`src/rtl/pwl_act_simd.sv`:
```
// N-lane piecewise-linear tanh/sigmoid unit: decode, multiply-add, then output/clamp stages.
// Sigmoid reuses the tanh slices as 0.5 + tanh(x/2)/2, so only one table exists.
module pwl_act_simd #(
    parameter int LANES = 2,
    parameter int W     = 16,
    parameter int FRAC  = 11
) (
    input  logic               clk,
    input  logic               rst,
    input  logic               mode_in,
    input  logic               in_valid,
    output logic               in_ready,
    input  logic [LANES*W-1:0] x_in,
    output logic               out_valid,
    input  logic               out_ready,
    output logic [LANES*W-1:0] y_out,
    output logic [LANES-1:0]   sat_out,
    output logic               mode_out
);
    localparam int XW = W + 2;

    // Table constants are written in Q.11 and rescaled to the configured FRAC.
    function automatic logic signed [XW-1:0] q11(input int v);
        int sh;
        sh = FRAC - 11;
        if (sh >= 0) q11 = XW'(v <<< sh);
        else         q11 = XW'(v >>> (-sh));
    endfunction

    localparam logic signed [XW-1:0] BP_N3 = q11(-6144);
    localparam logic signed [XW-1:0] BP_N2 = q11(-4096);
    localparam logic signed [XW-1:0] BP_NH = q11(-1024);
    localparam logic signed [XW-1:0] BP_PH = q11(1024);
    localparam logic signed [XW-1:0] BP_P2 = q11(4096);
    localparam logic signed [XW-1:0] BP_P3 = q11(6144);
    localparam logic signed [W-1:0]  M_OUT = W'(q11(100));
    localparam logic signed [W-1:0]  M_MID = W'(q11(717));
    localparam logic signed [W-1:0]  M_CTR = W'(q11(1556));
    localparam logic signed [XW-1:0] C_OUT = q11(1720);
    localparam logic signed [XW-1:0] C_MID = q11(655);
    localparam logic signed [XW-1:0] SAT_V = q11(2038);
    localparam logic signed [XW-1:0] HALF  = q11(1024);
    localparam logic signed [XW-1:0] Y_MAX = XW'((1 <<< (W-1)) - 1);
    localparam logic signed [XW-1:0] Y_MIN = -Y_MAX - 1;

    logic                 w_adv;
    logic signed [W-1:0]  w_xd   [LANES];
    logic signed [XW-1:0] w_xe   [LANES];
    logic signed [W-1:0]  w_mul  [LANES];
    logic signed [XW-1:0] w_c    [LANES];
    logic [LANES-1:0]     w_slo, w_shi, w_sat2, w_sat3;
    logic signed [2*W-1:0] w_p   [LANES];
    logic signed [XW-1:0] w_t    [LANES];
    logic signed [XW-1:0] w_ys   [LANES];
    logic [W-1:0]         w_yo   [LANES];

    logic                 r_v1, r_v2, r_v3;
    logic                 r_mode1, r_mode2, r_mode3;
    logic signed [W-1:0]  r_xd   [LANES];
    logic signed [W-1:0]  r_mul  [LANES];
    logic signed [XW-1:0] r_c    [LANES];
    logic [LANES-1:0]     r_slo, r_shi;
    logic signed [XW-1:0] r_t    [LANES];
    logic [LANES-1:0]     r_sat2;
    logic [LANES*W-1:0]   r_y;
    logic [LANES-1:0]     r_sat3;

    // Handshake: a beat moves on in_valid & in_ready; every stage shifts together
    // whenever the output register is empty or being drained (w_adv).
    assign w_adv     = ~r_v3 | out_ready;
    assign in_ready  = w_adv & ~rst;
    assign out_valid = r_v3;
    assign y_out     = r_y;
    assign sat_out   = r_sat3;
    assign mode_out  = r_mode3;

    always_comb begin
        w_slo = '0;
        w_shi = '0;
        for (int i = 0; i < LANES; i++) begin
            w_xd[i]  = mode_in ? ($signed(x_in[i*W +: W]) >>> 1) : $signed(x_in[i*W +: W]);
            w_xe[i]  = XW'(w_xd[i]);
            w_mul[i] = '0;
            w_c[i]   = '0;
            // Each compare is "less than the next breakpoint", so ties land in the upper segment.
            if (w_xe[i] < BP_N3) begin
                w_slo[i] = 1'b1;
            end else if (w_xe[i] < BP_N2) begin
                w_mul[i] = M_OUT;
                w_c[i]   = -C_OUT;
            end else if (w_xe[i] < BP_NH) begin
                w_mul[i] = M_MID;
                w_c[i]   = -C_MID;
            end else if (w_xe[i] < BP_PH) begin
                w_mul[i] = M_CTR;
            end else if (w_xe[i] < BP_P2) begin
                w_mul[i] = M_MID;
                w_c[i]   = C_MID;
            end else if (w_xe[i] < BP_P3) begin
                w_mul[i] = M_OUT;
                w_c[i]   = C_OUT;
            end else begin
                w_shi[i] = 1'b1;
            end
        end
    end

    always_comb begin
        w_sat2 = '0;
        for (int i = 0; i < LANES; i++) begin
            w_p[i]    = r_mul[i] * r_xd[i];
            w_t[i]    = r_slo[i] ? -SAT_V : (r_shi[i] ? SAT_V : XW'(w_p[i] >>> FRAC) + r_c[i]);
            w_sat2[i] = r_slo[i] | r_shi[i];
        end
    end

    always_comb begin
        w_sat3 = '0;
        for (int i = 0; i < LANES; i++) begin
            w_ys[i] = r_mode2 ? (r_t[i] >>> 1) + HALF : r_t[i];
            w_yo[i] = w_ys[i][W-1:0];
            w_sat3[i] = r_sat2[i];
            if (w_ys[i] > Y_MAX) begin
                w_yo[i]   = Y_MAX[W-1:0];
                w_sat3[i] = 1'b1;
            end else if (w_ys[i] < Y_MIN) begin
                w_yo[i]   = Y_MIN[W-1:0];
                w_sat3[i] = 1'b1;
            end
        end
    end

    always_ff @(posedge clk or posedge rst) begin
        if (rst) begin
            r_v1    <= 1'b0;
            r_v2    <= 1'b0;
            r_v3    <= 1'b0;
            r_mode1 <= 1'b0;
            r_mode2 <= 1'b0;
            r_mode3 <= 1'b0;
            r_slo   <= '0;
            r_shi   <= '0;
            r_sat2  <= '0;
            r_sat3  <= '0;
            r_y     <= '0;
            for (int i = 0; i < LANES; i++) begin
                r_xd[i]  <= '0;
                r_mul[i] <= '0;
                r_c[i]   <= '0;
                r_t[i]   <= '0;
            end
        end else if (w_adv) begin
            r_v1    <= in_valid;
            r_v2    <= r_v1;
            r_v3    <= r_v2;
            r_mode1 <= mode_in;
            r_mode2 <= r_mode1;
            r_mode3 <= r_mode2;
            r_slo   <= w_slo;
            r_shi   <= w_shi;
            r_sat2  <= w_sat2;
            r_sat3  <= w_sat3;
            for (int i = 0; i < LANES; i++) begin
                r_xd[i]        <= w_xd[i];
                r_mul[i]       <= w_mul[i];
                r_c[i]         <= w_c[i];
                r_t[i]         <= w_t[i];
                r_y[i*W +: W]  <= w_yo[i];
            end
        end
    end

endmodule

```
`config.mk`:
```
export PLATFORM = sky130hd
export DESIGN_NAME = pwl_act_simd
export DESIGN_NICKNAME = d
export VERILOG_FILES = /design/src/rtl/pwl_act_simd.sv
export SDC_FILE = /design/constraint.sdc
export NUM_CORES = 1
export LEC_CHECK = 0
export ABC_AREA = 0
export ABC_CLOCK_PERIOD_IN_PS = 8100
export CAP_MARGIN = 20
export CELL_PAD_IN_SITES_DETAIL_PLACEMENT = 1
export CELL_PAD_IN_SITES_GLOBAL_PLACEMENT = 1
export CORE_ASPECT_RATIO = 1.2
export CORE_MARGIN = 4
export CORE_UTILIZATION = 31
export CTS_BUF_LIST = sky130_fd_sc_hd__clkbuf_8
export DETAILED_ROUTE_END_ITERATION = 8
export GPL_TIMING_DRIVEN = 0
export HOLD_SLACK_MARGIN = 0.03
export PLACE_DENSITY = 0.7
export SLEW_MARGIN = 0
export SYNTH_ARGS = -nofsm -noshare
export SYNTH_HDL_FRONTEND = slang
export SYNTH_SLANG_ARGS = --single-unit
```
`constraint.sdc`:
```
create_clock -name clk -period 8.1 [get_ports clk]
set_clock_uncertainty 0.2 [all_clocks]
set_input_delay 1.62 -clock clk [delete_from_list [all_inputs] [get_ports clk]]
set_output_delay 1.62 -clock clk [all_outputs]
set_load 0.02 [all_outputs]
```
==> impl_results.html <==
<table>
<tr><th>Metric</th><th>Value</th></tr>
<tr><th colspan="2">Global route</th></tr>
<tr><td>Total track usage</td><td>0.176</td></tr>
<tr><td>Number of global-route vias before repair</td><td>about 17k</td></tr>
<tr><td>Global-route wire length before repair</td><td>around 90 mm</td></tr>
<tr><td>Total global routing overflow</td><td>0</td></tr>
<tr><td>Number of antenna violations at the first check in global routing</td><td>2</td></tr>
<tr><td>Largest net degree at the start of global routing</td><td>86</td></tr>
<tr><th colspan="2">Clocking</th></tr>
<tr><td>Skew-Pair Late Insertion Delay</td><td>between 0.4 and 0.5 ns</td></tr>
<tr><td>Number of hold-repair buffers added at the cts stage</td><td>0</td></tr>
<tr><td>Clk sinks</td><td>136</td></tr>
<tr><td>Clock tree from TritonCTS</td><td>done</td></tr>
<tr><td>Root Driver</td><td>sky130_fd_sc_hd__clkbuf_8</td></tr>
<tr><td>Maximum clock path buffer count</td><td>2</td></tr>
<tr><td>Number of buffers created by CTS</td><td>17</td></tr>
<tr><td># H-tree levels</td><td>4</td></tr>
<tr><td>Clock-pin slew on the worst setup and hold paths</td><td>0.09 ns</td></tr>
<tr><th colspan="2">Detailed routing</th></tr>
<tr><td>Violation count after the first detailed-routing iteration</td><td>690</td></tr>
<tr><td>DR vias</td><td>roughly 15k</td></tr>
<tr><td>Routed length per placed instance</td><td>18.8 um</td></tr>
<tr><td>First-pass detailed-route iteration total</td><td>4</td></tr>
<tr><td>DRC</td><td>0</td></tr>
<tr><td>Total wire length</td><td>55.3 mm</td></tr>
<tr><td>Detail Route Antenna Nets</td><td>0</td></tr>
<tr><td>Post-detailed-route via-to-cell ratio</td><td>about 5</td></tr>
<tr><th colspan="2">Logic synthesis</th></tr>
<tr><td>Ys Warns</td><td>0</td></tr>
<tr><td>Top area cells in the synthesized netlist</td><td>sky130_fd_sc_hd__fa_1 (24%), sky130_fd_sc_hd__dfrtp_1 (18%), sky130_fd_sc_hd__ha_1 (17%)</td></tr>
<tr><td>Primary FF master, synth</td><td>sky130_fd_sc_hd__dfrtp_1</td></tr>
<tr><td>Library cell with the highest instance count after synthesis</td><td>sky130_fd_sc_hd__inv_1</td></tr>
<tr><td>Synthesized cell area</td><td>roughly 0.018 mm2</td></tr>
<tr><td>Part of the Yosys area used for sequential elements</td><td>0.185</td></tr>
<tr><td>Fraction of registers with async set or reset after synthesis</td><td>1.00</td></tr>
<tr><td>Top cell type by total area after synthesis</td><td>sky130_fd_sc_hd__fa_1</td></tr>
<tr><td>Flip-flop and latch count after synthesis</td><td>around 140</td></tr>
<tr><td>Unique masters post-synth</td><td>57</td></tr>
<tr><td>Post-synth top area share</td><td>0.240</td></tr>
<tr><td>Number of enable-type register cells in the synthesized netlist</td><td>0</td></tr>
<tr><td>Syn Nets</td><td>2,541</td></tr>
<tr><td>Post-Syn Area per Cell</td><td>9.09 um2</td></tr>
<tr><td>Instance count of the mapped netlist</td><td>just over 2k</td></tr>
<tr><td>Commonest cells in the synthesized netlist</td><td>sky130_fd_sc_hd__inv_1 (350), sky130_fd_sc_hd__ha_1 (254), sky130_fd_sc_hd__fa_1 (221), sky130_fd_sc_hd__nand2_1 (205), sky130_fd_sc_hd__and2_1 (150)</td></tr>
<tr><th colspan="2">Status</th></tr>
<tr><td>Result of the run</td><td>completed</td></tr>
<tr><th colspan="2">STA</th></tr>
<tr><td>Final period util</td><td>0.971</td></tr>
<tr><td>Final-report setup violation count</td><td>0</td></tr>
<tr><td>Fin worst setup slack</td><td>0.233 ns</td></tr>
<tr><td>Post-route minimum period</td><td>between 7 and 8 ns</td></tr>
<tr><td>Rel. slew slack</td><td>0.421</td></tr>
<tr><td>RSZ-0062 raised after global routing</td><td>true</td></tr>
<tr><td>Max frequency</td><td>127 MHz</td></tr>
<tr><td>Max-slew violation count</td><td>0</td></tr>
<tr><td>Measured slew at the worst slew-check pin</td><td>0.869 ns</td></tr>
<tr><td>Total count of hold-check failures in the final report</td><td>0</td></tr>
<tr><th colspan="2">Die</th></tr>
<tr><td>Chip height</td><td>275 um</td></tr>
<tr><td>Core ar.</td><td>0.0586 mm2</td></tr>
<tr><td>Area of the die</td><td>0.0635 mm2</td></tr>
<tr><td>Horizontal die dimension</td><td>231 um</td></tr>
<tr><td>I/O pins</td><td>74</td></tr>
<tr><td>Initial Util</td><td>0.315</td></tr>
<tr><td>Cell Rows</td><td>97</td></tr>
<tr><th colspan="2">Critical path</th></tr>
<tr><td>Slowest cell on the critical path</td><td>sky130_fd_sc_hd__fa_1</td></tr>
<tr><td>Critical Path End Type</td><td>flip-flop</td></tr>
<tr><td>Worst Setup Path Type</td><td>flip-flop to flip-flop</td></tr>
<tr><td>Arrival time reported for the critical path endpoint</td><td>between 8 and 9 ns</td></tr>
<tr><td>Cell repeated most along the worst path</td><td>sky130_fd_sc_hd__fa_1</td></tr>
<tr><td>Number of buffer and inverter stages on the critical path</td><td>5</td></tr>
<tr><td>CP Max Fanout</td><td>10</td></tr>
<tr><td>Crit-path leading delay family</td><td>adder cells</td></tr>
<tr><td>Nature of the critical path startpoint</td><td>flip-flop</td></tr>
<tr><td>Worst path required time</td><td>8.25 ns</td></tr>
<tr><td>Delay of the slowest cell on the worst path</td><td>0.54 ns</td></tr>
<tr><th colspan="2">Placement</th></tr>
<tr><td>Detailed Place HPWL</td><td>roughly 46 mm</td></tr>
<tr><td>Worst slack at placement</td><td>-1.21 ns</td></tr>
<tr><td>Routability congestion estimate from global placement</td><td>0.881</td></tr>
<tr><td>Port Buf Inserts</td><td>70</td></tr>
<tr><th colspan="2">Hold path</th></tr>
<tr><td>Worst hold path class</td><td>flip-flop to flip-flop</td></tr>
<tr><th colspan="2">Final layout</th></tr>
<tr><td>Area added between synthesis and finish</td><td>14.6%</td></tr>
<tr><td>Fraction of final layout cells sized beyond drive strength 1</td><td>0.0776</td></tr>
<tr><td>Post-layout net count</td><td>about 2.7k</td></tr>
<tr><td>Post-Route Utilization</td><td>0.361</td></tr>
<tr><th colspan="2">Job</th></tr>
<tr><td>Max capacitance violation total</td><td>0</td></tr>
</table>
## through the flow
stage          TNS, ns  hold slack, ns  instances  area, um2
2_1_floorplan        0           0.230       2029      18400
3_3_place_gp     -6.49           0.245       2891      20100
3_5_place_dp     -8.43           0.256       2892      20200
4_1_cts        -0.0399           0.273       2935      20800
5_1_grt        -0.0517           0.307       2945      21100
6_report             0           0.268       2946      21100
## path summary, 6_finish.rpt
check	from	to	slack [ns]	cells after the start
max	r_mul[21]	r_t[35]	0.23	28
max reg2reg	r_mul[21]	r_t[35]	0.23	28
min	r_v2	r_v2	0.27	2
min in group asynchronous	rst	y_out[29]	1.41	2
min reg2reg	r_v2	r_v2	0.27	2
max in group asynchronous	rst	r_xd[25]	5.43	3
## kinds of logic (layout without fill, tap and decap cells)
family,after synthesis,after routing,share of synthesized area
simple gates,566,566,0.148
fa+ha+maj,475,475,0.412
buf+inv,414,537,0.0843
compound gates,321,321,0.110
flops,136,136,0.185
xor+xnor,68,68,0.0330
mux,49,49,0.0282
other cells,0,2,0
## routing by layer
metal  GRT usage  routed length (um)  vias to the layer above
li1            -                   -                     6803
met1       0.200               21700                     7586
met2       0.352               31000                      182
met3      0.0141                1210                       60
met4      0.0480                1350                        0
met5           0                   0                        -
## registers in the layout, summed over array words and instances, names as in the netlist
signal	cells
r_t	36
r_slo	2
r_xd	32
r_c	12
mode_out	1
r_mode1	1
r_v1	1
r_v2	1
r_mul	10
r_shi	2
r_sat2	2
sat_out	2
y_out	32
out_valid	1
r_mode2	1
## placed cells by master (no fill, tap or decap), types with 12 or more instances in the layout
cell and count:
sky130_fd_sc_hd__buf_4 19, sky130_fd_sc_hd__o21ai_0 81, sky130_fd_sc_hd__fa_1 217, sky130_fd_sc_hd__o31ai_1 12, sky130_fd_sc_hd__clkdlybuf4s50_1 70, sky130_fd_sc_hd__nor2_1 99
sky130_fd_sc_hd__nand2_1 204, sky130_fd_sc_hd__o21a_1 12, sky130_fd_sc_hd__nor2b_1 14, sky130_fd_sc_hd__xnor2_1 37, sky130_fd_sc_hd__a21o_1 25, sky130_fd_sc_hd__xor2_1 24
sky130_fd_sc_hd__nand3_1 24, sky130_fd_sc_hd__ha_1 243, sky130_fd_sc_hd__clkbuf_1 46, sky130_fd_sc_hd__inv_1 343, sky130_fd_sc_hd__a21oi_1 63, sky130_fd_sc_hd__mux2_2 24
sky130_fd_sc_hd__mux2i_1 25, sky130_fd_sc_hd__a31oi_1 38, sky130_fd_sc_hd__clkbuf_8 21, sky130_fd_sc_hd__and2_1 146, sky130_fd_sc_hd__nor3_1 16, sky130_fd_sc_hd__dfrtp_1 127
## worst register-to-register path: cells and delay by family, from the launching register on
| family | cells | cell delay (ns) |
|---|---|---|
| xor gates and xnor gates | 2 | 0.46 |
| DFF | 1 | 0.47 |
| buffers and inverters | 5 | 0.50 |
| and+or+nand+nor | 3 | 0.24 |
| AOI/OAI and AO/OA | 10 | 2.23 |
| adders and majority gates | 8 | 3.64 |
## final cells by class
class	instances	area, um2
flip-flops and latches	136	3410
multi-input cells	1479	13800
well taps	792	991
clock inverters	12	126
plain buffers	64	304
fillers	6842	37500
diodes	2	5.00
inverters	350	1320
clock buffers	19	262
repair buffers	92	893
## timing repair
action	CTS	global route
pin swaps	7	50
buffers inserted	12	9
gates resized for setup	45	78
setup endpoints to repair	19	12
Power is left out: the tool's default activity adds up to more than one toggle a clock period on the data nets, which glitch-free logic cannot reach.
